[config.mk]
export PLATFORM = sky130hd
export DESIGN_NAME = psum_drain_flat
export DESIGN_NICKNAME = d
export VERILOG_FILES = /design/src/rtl/psum_drain_if.sv /design/src/rtl/psum_drain.sv /design/src/flat_wrapper.sv
export SDC_FILE = /design/constraint.sdc
export NUM_CORES = 1
export LEC_CHECK = 0
export ABC_CLOCK_PERIOD_IN_PS = 8000
export BUFFER_PORTS_ARGS = -buffer_cell sky130_fd_sc_hd__buf_2
export CORE_UTILIZATION = 38
export DETAILED_ROUTE_END_ITERATION = 10
export HOLD_SLACK_MARGIN = 0.03
export PLACE_DENSITY = 0.59
export SETUP_SLACK_MARGIN = 0.15
export SYNTH_ARGS = -nofsm -noshare
export SYNTH_HDL_FRONTEND = slang
export SYNTH_SLANG_ARGS = --single-unit
export TNS_END_PERCENT = 10
[constraint.sdc]
create_clock -name clk -period 8 [get_ports clk]
set_input_delay 0.8 -clock clk [delete_from_list [all_inputs] [get_ports clk]]
set_output_delay 0.8 -clock clk [all_outputs]
set_load 0.01 [all_outputs]
[src/rtl/psum_drain_if.sv]
// Row-in / word-out handshake bundle for psum_drain.
// The slave modport is the drain itself; master is its upstream core and downstream sink.
interface psum_drain_if #(
  parameter int col     = 8,
  parameter int bw_psum = 20,
  parameter int bw_out  = 16
);
  logic                       in_valid;
  logic [col*bw_psum-1:0]     in_row;
  logic                       in_ready;
  logic                       out_valid;
  logic [bw_out-1:0]          out_data;
  logic [$clog2(col)-1:0]     out_col;
  logic                       out_last;
  logic                       out_ready;

  modport master (
    output in_valid, in_row, out_ready,
    input  in_ready, out_valid, out_data, out_col, out_last
  );

  modport slave (
    input  in_valid, in_row, out_ready,
    output in_ready, out_valid, out_data, out_col, out_last
  );
endinterface

[src/rtl/psum_drain.sv]
// Row FIFO that serializes col-wide psum rows into one converted word per cycle.
// Define PSUM_DRAIN_SAT_EN for signed saturation; otherwise words are truncated.
module psum_drain #(
  parameter int col     = 8,
  parameter int bw_psum = 20,
  parameter int bw_out  = 16,
  parameter int depth   = 4
) (
  input  logic                    clk,
  input  logic                    reset,
  psum_drain_if.slave             bus,
  output logic [$clog2(depth):0]  rows_pending,
  output logic                    overflow,
  input  logic                    clr_ovf
);
  localparam int CIW = $clog2(col);
  localparam int PW  = $clog2(depth);
  localparam int CW  = PW + 1;

  localparam logic [CIW-1:0] LAST_COL = CIW'(col - 1);
  localparam logic [CW-1:0]  FULL     = CW'(depth);

  localparam logic [0:0] ST_EMPTY  = 1'b0;
  localparam logic [0:0] ST_STREAM = 1'b1;

  logic [col*bw_psum-1:0] r_mem [depth];
  logic [PW-1:0]          r_wr_ptr;
  logic [PW-1:0]          r_rd_ptr;
  logic [CW-1:0]          r_count;
  logic [CIW-1:0]         r_col_idx;
  logic                   r_ovf;
  logic [0:0]             r_state;

  logic                   w_in_ready;
  logic                   w_out_valid;
  logic                   w_push;
  logic                   w_drop;
  logic                   w_hs;
  logic                   w_pop;
  logic [CW-1:0]          w_count_next;
  logic [col*bw_psum-1:0] w_head;
  logic signed [bw_psum-1:0] w_cols [col];
  logic signed [bw_psum-1:0] w_psum;
  logic [bw_out-1:0]      w_conv;

  // Full-check uses only the stored count so in_ready never depends on out_ready.
  assign w_in_ready  = (r_count != FULL);
  assign w_out_valid = (r_state == ST_STREAM);
  assign w_push      = bus.in_valid & w_in_ready;
  assign w_drop      = bus.in_valid & ~w_in_ready;
  assign w_hs        = w_out_valid & bus.out_ready;
  assign w_pop       = w_hs & (r_col_idx == LAST_COL);

  always_comb begin
    w_count_next = r_count;
    case ({w_push, w_pop})
      2'b10:   w_count_next = r_count + 1'b1;
      2'b01:   w_count_next = r_count - 1'b1;
      default: w_count_next = r_count;
    endcase
  end

  always_ff @(posedge clk) begin
    if (w_push) begin
      r_mem[r_wr_ptr] <= bus.in_row;
    end
  end

  always_ff @(posedge clk or negedge reset) begin
    if (!reset) begin
      r_wr_ptr  <= '0;
      r_rd_ptr  <= '0;
      r_count   <= '0;
      r_col_idx <= '0;
      r_ovf     <= 1'b0;
      r_state   <= ST_EMPTY;
    end else begin
      r_count <= w_count_next;
      r_state <= (w_count_next != '0) ? ST_STREAM : ST_EMPTY;
      if (w_push) begin
        r_wr_ptr <= r_wr_ptr + 1'b1;
      end
      if (w_hs) begin
        r_col_idx <= r_col_idx + 1'b1;
      end
      if (w_pop) begin
        r_rd_ptr <= r_rd_ptr + 1'b1;
      end
      if (w_drop) begin
        r_ovf <= 1'b1;
      end else if (clr_ovf) begin
        r_ovf <= 1'b0;
      end
    end
  end

  assign w_head = r_mem[r_rd_ptr];

  for (genvar k = 0; k < col; k++) begin : g_cols
    assign w_cols[k] = w_head[k*bw_psum +: bw_psum];
  end

  assign w_psum = w_cols[r_col_idx];

`ifdef PSUM_DRAIN_SAT_EN
  localparam logic signed [bw_psum-1:0] SAT_MAX =
    {{(bw_psum-bw_out+1){1'b0}}, {(bw_out-1){1'b1}}};
  localparam logic signed [bw_psum-1:0] SAT_MIN =
    {{(bw_psum-bw_out+1){1'b1}}, {(bw_out-1){1'b0}}};

  always_comb begin
    w_conv = w_psum[bw_out-1:0];
    if (w_psum > SAT_MAX) begin
      w_conv = SAT_MAX[bw_out-1:0];
    end else if (w_psum < SAT_MIN) begin
      w_conv = SAT_MIN[bw_out-1:0];
    end
  end
`else
  assign w_conv = w_psum[bw_out-1:0];

  if (bw_psum > bw_out) begin : g_trunc
    logic w_unused_hi;
    assign w_unused_hi = ^w_psum[bw_psum-1:bw_out];
  end
`endif

  // Word outputs are forced to zero when idle so stale FIFO contents never leak out.
  assign bus.in_ready  = w_in_ready;
  assign bus.out_valid = w_out_valid;
  assign bus.out_data  = w_out_valid ? w_conv : '0;
  assign bus.out_col   = r_col_idx;
  assign bus.out_last  = w_out_valid & (r_col_idx == LAST_COL);
  assign rows_pending  = r_count;
  assign overflow      = r_ovf;
endmodule

[src/flat_wrapper.sv]
// flat-port wrapper written by rule: the top's interface ports become plain ports
module psum_drain_flat 
#(
  parameter int col     = 8,
  parameter int bw_psum = 20,
  parameter int bw_out  = 16,
  parameter int depth   = 4
)
  (clk, reset, rows_pending, overflow, clr_ovf, bus_in_valid, bus_in_row, bus_out_ready, bus_in_ready, bus_out_valid, bus_out_data, bus_out_col, bus_out_last);
  psum_drain_if #(.col(col), .bw_psum(bw_psum), .bw_out(bw_out)) bus_i ();
  input  logic clk;
  input  logic reset;
  output logic [$clog2(depth):0] rows_pending;
  output logic overflow;
  input  logic clr_ovf;
  input wire logic [$bits(bus_i.in_valid)-1:0] bus_in_valid;
  input wire logic [$bits(bus_i.in_row)-1:0] bus_in_row;
  input wire logic [$bits(bus_i.out_ready)-1:0] bus_out_ready;
  output wire logic [$bits(bus_i.in_ready)-1:0] bus_in_ready;
  output wire logic [$bits(bus_i.out_valid)-1:0] bus_out_valid;
  output wire logic [$bits(bus_i.out_data)-1:0] bus_out_data;
  output wire logic [$bits(bus_i.out_col)-1:0] bus_out_col;
  output wire logic [$bits(bus_i.out_last)-1:0] bus_out_last;
  assign bus_i.in_valid = bus_in_valid;
  assign bus_i.in_row = bus_in_row;
  assign bus_i.out_ready = bus_out_ready;
  assign bus_in_ready = bus_i.in_ready;
  assign bus_out_valid = bus_i.out_valid;
  assign bus_out_data = bus_i.out_data;
  assign bus_out_col = bus_i.out_col;
  assign bus_out_last = bus_i.out_last;
  psum_drain #(.col(col), .bw_psum(bw_psum), .bw_out(bw_out), .depth(depth)) u_core (.clk(clk), .reset(reset), .bus(bus_i), .rows_pending(rows_pending), .overflow(overflow), .clr_ovf(clr_ovf));
endmodule
### After elaboration in Yosys (flattened, before gate mapping)

Memory sizes are Yosys's and may differ from the RTL's.
Index checks and enable logic that the tools add are counted.

* add/subtract/negate cells: 5
* order comparisons: 1
* equal/unequal tests: 4
* multiplexer cells: 10
* bitwise gates (word level): 7
* reductions and logical operators: 2

Operator list (number)
* 20-bit binary-select mux with 3-bit select: 1
* 16-bit two-way mux: 3
* 3-bit by 1-bit adder with 3-bit output (second input constant): 2
* 3-bit one-hot mux with 2 select lines: 1
* 1-bit AND: 5
* 1-bit two-way mux: 5
* 2-bit by 1-bit adder with 2-bit output (second input constant): 2
* 4-bit greater-or-equal comparator (second input constant): 1
* 3-bit NOT with 4-bit output: 1
* 3-bit equality test (second input constant): 1
* 3-bit inequality test (second input constant): 1
* 3-bit nonzero test: 1
* 3-bit by 1-bit subtractor with 3-bit output (second input constant): 1
* 2-bit by 1-bit equality test with 1-bit output (second input constant): 1
* 2-bit equality test (second input constant): 1
* 2-bit nonzero test: 1
* 1-bit NOT: 1

* register bits after elaboration: 12
* RAM bits: 640
* input bits: 165
* output and inout port bits: 26
* logic and storage cells: 36
* memories: 1

Memories
* u_core.r_mem: words 4, bits a word 160, read ports 1, clocked after memory_dff 0, write ports 1, RTL line psum_drain.sv:26 `logic [col*bw_psum-1:0] r_mem [depth];`

### Depth between registers and ports, before layout

* depth in word-level cells: 6
* mapped depth: 9

### Worst setup path after synthesis

OpenSTA, ideal clock, no wires.

* path kind: in2reg
* start: in bus_in_valid
* end: mem u_core.r_mem[0][0] (netlist name), enable pin
* library setup time: 0.503 ns
* arrival time: 3.781 ns
* data required time: 7.497 ns
* setup slack: 3.715 ns
* stages: 1
* cell sequence: and3_1

* word-level cells in the longest chain between the ends: 3

Ends and longest elaborated chain
* start, declared: RTL line flat_wrapper.sv:16 `input wire logic [$bits(bus_i.in_valid)-1:0] bus_in_valid;`
* 1-bit AND: RTL line psum_drain.sv:49 `assign w_push = bus.in_valid & w_in_ready;`
* 1-bit two-way mux: RTL line psum_drain.sv:64 `if (w_push) begin`
* 1-bit two-way mux (not written as such): RTL line psum_drain.sv:65 `r_mem[r_wr_ptr] <= bus.in_row;`
* end, declared: RTL line psum_drain.sv:26

Every way passes these cells.

### Worst setup path in the final report

* start: reg u_core.r_rd_ptr[1]
* end: out bus_out_data[2]

* word-level cells in the longest chain between the ends: 5

Ends and longest elaborated chain
* start, declared: RTL line psum_drain.sv:28 `logic [PW-1:0] r_rd_ptr;`
* start signal, assigned: RTL line psum_drain.sv:87 `r_rd_ptr <= r_rd_ptr + 1'b1;`
* memory 4 x 160 bit
* 20-bit binary-select mux with 3-bit select: RTL line psum_drain.sv:103 `assign w_psum = w_cols[r_col_idx];`
* 16-bit two-way mux (not written as such) (2 in series): RTL line psum_drain.sv:103
* 16-bit two-way mux: RTL line psum_drain.sv:131 `assign bus.out_data = w_out_valid ? w_conv : '0;`
* end, declared: RTL line flat_wrapper.sv:21 `output wire logic [$bits(bus_i.out_data)-1:0] bus_out_data;`

Every way passes these cells. The select of a mux whose other input is x is not followed.

==> flow_summary_export.csv <==
group,metric,value,unit
worst_hold_path,min_path_type,"in -> async",
route,route.met3.wl,3.40,mm
cts,tritoncts,"built",
cts,worstSkewPairLatency,0.60,ns
timing,tightest_slew,1.02,ns
cts,clockBufferDepth,3,
timing,timing.final.crit_period,4.87,ns
worst_setup_path,required,7.20,ns
synthesis,yosys.area.top_type_share,75.8,%
worst_setup_path,critPathLaunch,"u_core.r_rd_ptr[1]",
synthesis,synthTopCellsByArea,"edfxtp_1 (76%), mux4_2 (11%), mux2_2 (2.0%)",
synthesis,yosysTopAreaCell,"edfxtp_1",
timing,finalSetupTns,0,ns
timing,skew,0.00849,ns
floorplanning,die_w,233,um
layout,fin_util,44.5,%
timing,post-route-period-util,60.9,%
global_route,grt.overflow.total,0,
global_route,grt_pass1_wl,64.3,mm
worst_setup_path,critical_path_class,"reg -> out",
timing,setup_viol,0,
route,top_layer,"met5",
power_and_ir_drop,power.share.combinational,29.0,%
worst_setup_path,endpoint,"bus_out_data[2]",
worst_setup_path,r2r_cells,7,
cts,cts_root_buffer,"clkbuf_16",
synthesis,ys_ff_latch,524,
flow_run,drv_cap,0,
power_and_ir_drop,p_sw,2.75,mW
synthesis,yosysSeqAreaShare,77.3,%
timing,rsz0062_at_grt,"no",
floorplanning,ios,191,
route,drt_iter0_markers,712,
placement,preCtsSetupSlack,3.67,ns
floorplanning,fp.dieH,233,um
worst_setup_path,r2r-start,"u_core.bus.out_col[0]",
synthesis,syn_area_per_cell,23.1,um2
floorplanning,dieArea,54300,um2
layout,multi_input_area,4220,um2
placement,hpwl,27.5,mm
cts,cts_buffers,55,
synthesis,synth.distinct_cells,41,
synthesis,synth_common_cells,"edfxtp_1 (512), mux4_2 (99), mux2_2 (36), mux2i_1 (32)",
route,met2_length,21.2,mm
global_route,first_global_vias,9914,
synthesis,yosys_most_used_dff,"edfxtp_1",
power_and_ir_drop,seqPwrFrac,43.9,%
floorplanning,core,52700,um2
power_and_ir_drop,powerDensity,381,nW/um2
route,drt.antenna.violating_nets,0,
global_route,grt_use_total,16.5,%
layout,layout.nets,1235,
synthesis,synth.most_common_cell,"edfxtp_1",
timing,worst_slack,3.13,ns
worst_setup_path,critical_path.endpoint_type,"output port",
timing,fmax,205,MHz
route,drc_errors,0,
synthesis,synthesis.nets,1052,
synthesis,synth_edf_count,512,
route,routedWlPerCell,24.3,um
cts,clock-sinks,524,
layout,ff_latch_area,15700,um2
floorplanning,rows,84,
route,vias,9369,
floorplanning,start_util,38.5,%
cts,clk_pin_slew,0.06,ns
global_route,grt_max_degree,59,
cts,post_cts_resize_count,0,
synthesis,synth-async-reset-ratio,2.29,%
synthesis,synthCells,879,
power_and_ir_drop,leakage,7.75,nW
power_and_ir_drop,p_clk_share,27.1,%
global_route,antenna_found_initial,16,
route,drt-met1-wl,18.2,mm
worst_setup_path,r2r-end,"u_core.bus.out_valid",
cts,postCtsSetupRepairBufs,0,
route,drtPass1Iterations,4,
worst_setup_path,arrival,4.07,ns
cts,htreeDepth,2,
route,drt-vias-per-instance,5.21,
route,wl,43.7,mm
worst_setup_path,critPathMaxFanout,58,
layout,nFillCells,4414,
cts,cts_hold_buffers,0,
worst_setup_path,regToRegSetupSlack,4.99,ns
power_and_ir_drop,ir_worst_vdd,206,uV
power_and_ir_drop,internal_power,6.16,mW
timing,slew-limit-headroom,31.7,%
worst_setup_path,worstSetupStartpointType,"register",
layout,drive_above_1_share,35.7,%
run_status,status,"complete, no violations",
placement,gp_congestion,0.767,
power_and_ir_drop,sw_frac_of_total,30.8,%
layout,area_delta_synth_final,15.5,%
timing,final_max_slew_viol_count,0,
placement,portBuffers,158,
timing,hold_viol,0,
synthesis,syn-cell-area,20300,um2
synthesis,yosys_warnings,0,
layer usage:
metal,global-route usage (%),up-vias
met5,0,-
met2,26.4,250
met3,5.21,75
met1,21.5,4882
li1,-,4144
met4,4.78,18
state kept, by name, summed over array words and instances, names as in the netlist:
register,cells
u_core.overflow,1
u_core.r_mem,512
u_core.rows_pending,3
u_core.bus.out_valid,1
u_core.r_wr_ptr,2
u_core.bus.out_col,3
u_core.r_rd_ptr,2
kinds of logic after synthesis:
| group | count (synthesis) | share of synthesized area (%) |
|---|---|---|
| adder cells (fa/ha/maj) | 8 | 0.531 |
| flip-flops | 524 | 77.3 |
| XOR/XNOR | 7 | 0.302 |
| AND/OR/NAND/NOR | 30 | 0.716 |
| multiplexers | 180 | 16.3 |
| AO/OA/AOI/OAI | 77 | 2.91 |
| buffers and inverters | 53 | 1.99 |
power groups by stage:
stage / combinational, mW / sequential [mW] / clock, mW
floorplan: 1.91 / 3.85 / 0
global placement: 2.62 / 3.95 / 0
detailed placement: 2.64 / 3.98 / 0
CTS: 2.65 / 3.93 / 2.48
global route: 2.78 / 3.98 / 2.59
finish: 2.59 / 3.91 / 2.42
cell type report:
class                      count  share of cell area (%)
sequential                   524                    67.0
multi-input combinational    302                    18.0
clock buffer                  73                    6.35
timing repair buffer         175                    3.92
tap                          688                    3.68
clock inverter                26                   0.930
inverter                       4                  0.0641
antenna                        6                  0.0641
worst max-delay path, stage by stage, from the launching register on:
cell and delay [ns]:
dfrtp_4 0.96, buf_4 0.87, mux4_2 0.42, mux2_2 0.33, o221ai_1 0.47, a31oi_1 0.13, buf_2 0.21
worst min path at each step:
stage	startpoint	end	slack, ns	cells after the start
final	reset	u_core.rows_pending[0]	0.08	1
after global placement	u_core.rows_pending[2]	u_core.rows_pending[2]	0.52	1
after detailed placement	u_core.overflow	u_core.overflow	0.53	2
after CTS	reset	u_core.overflow	0.05	1
after floorplan	reset	u_core.bus.out_col[0]	0.50	0
after global routing	reset	u_core.rows_pending[0]	0.08	1
placed cells by master, fill, tap and decap left out, types with 6 or more instances in the layout:
master | Yosys | final
ha_1 | 7 | 7
buf_4 | 9 | 17
o21ai_0 | 7 | 7
mux4_2 | 99 | 99
buf_2 | 16 | 158
o21ai_1 | 6 | 6
a221oi_1 | 12 | 12
mux4_1 | 13 | 13
mux2_2 | 36 | 36
edfxtp_1 | 512 | 512
a22oi_1 | 16 | 16
a31oi_1 | 16 | 16
clkinv_2 | 0 | 9
xnor2_1 | 6 | 6
nand2_1 | 12 | 12
o221ai_1 | 12 | 12
mux2i_1 | 32 | 32
clkinv_1 | 0 | 12
dfrtp_1 | 12 | 9
diode_2 | 0 | 6
clkbuf_1 | 4 | 16
clkbuf_16 | 0 | 57
per-stage QoR:
stage	cells	instance area (um2)	hold slack (ns)	power (mW)
detailed placement	1693	21700	0.532	6.62
floorplan	879	20300	0.498	5.76
CTS	1792	23400	0.0520	9.05
finish	1798	23400	0.0835	8.91
global route	1794	23400	0.0792	9.35
global placement	1693	21700	0.522	6.58
(Power assumes the default switching activity.)
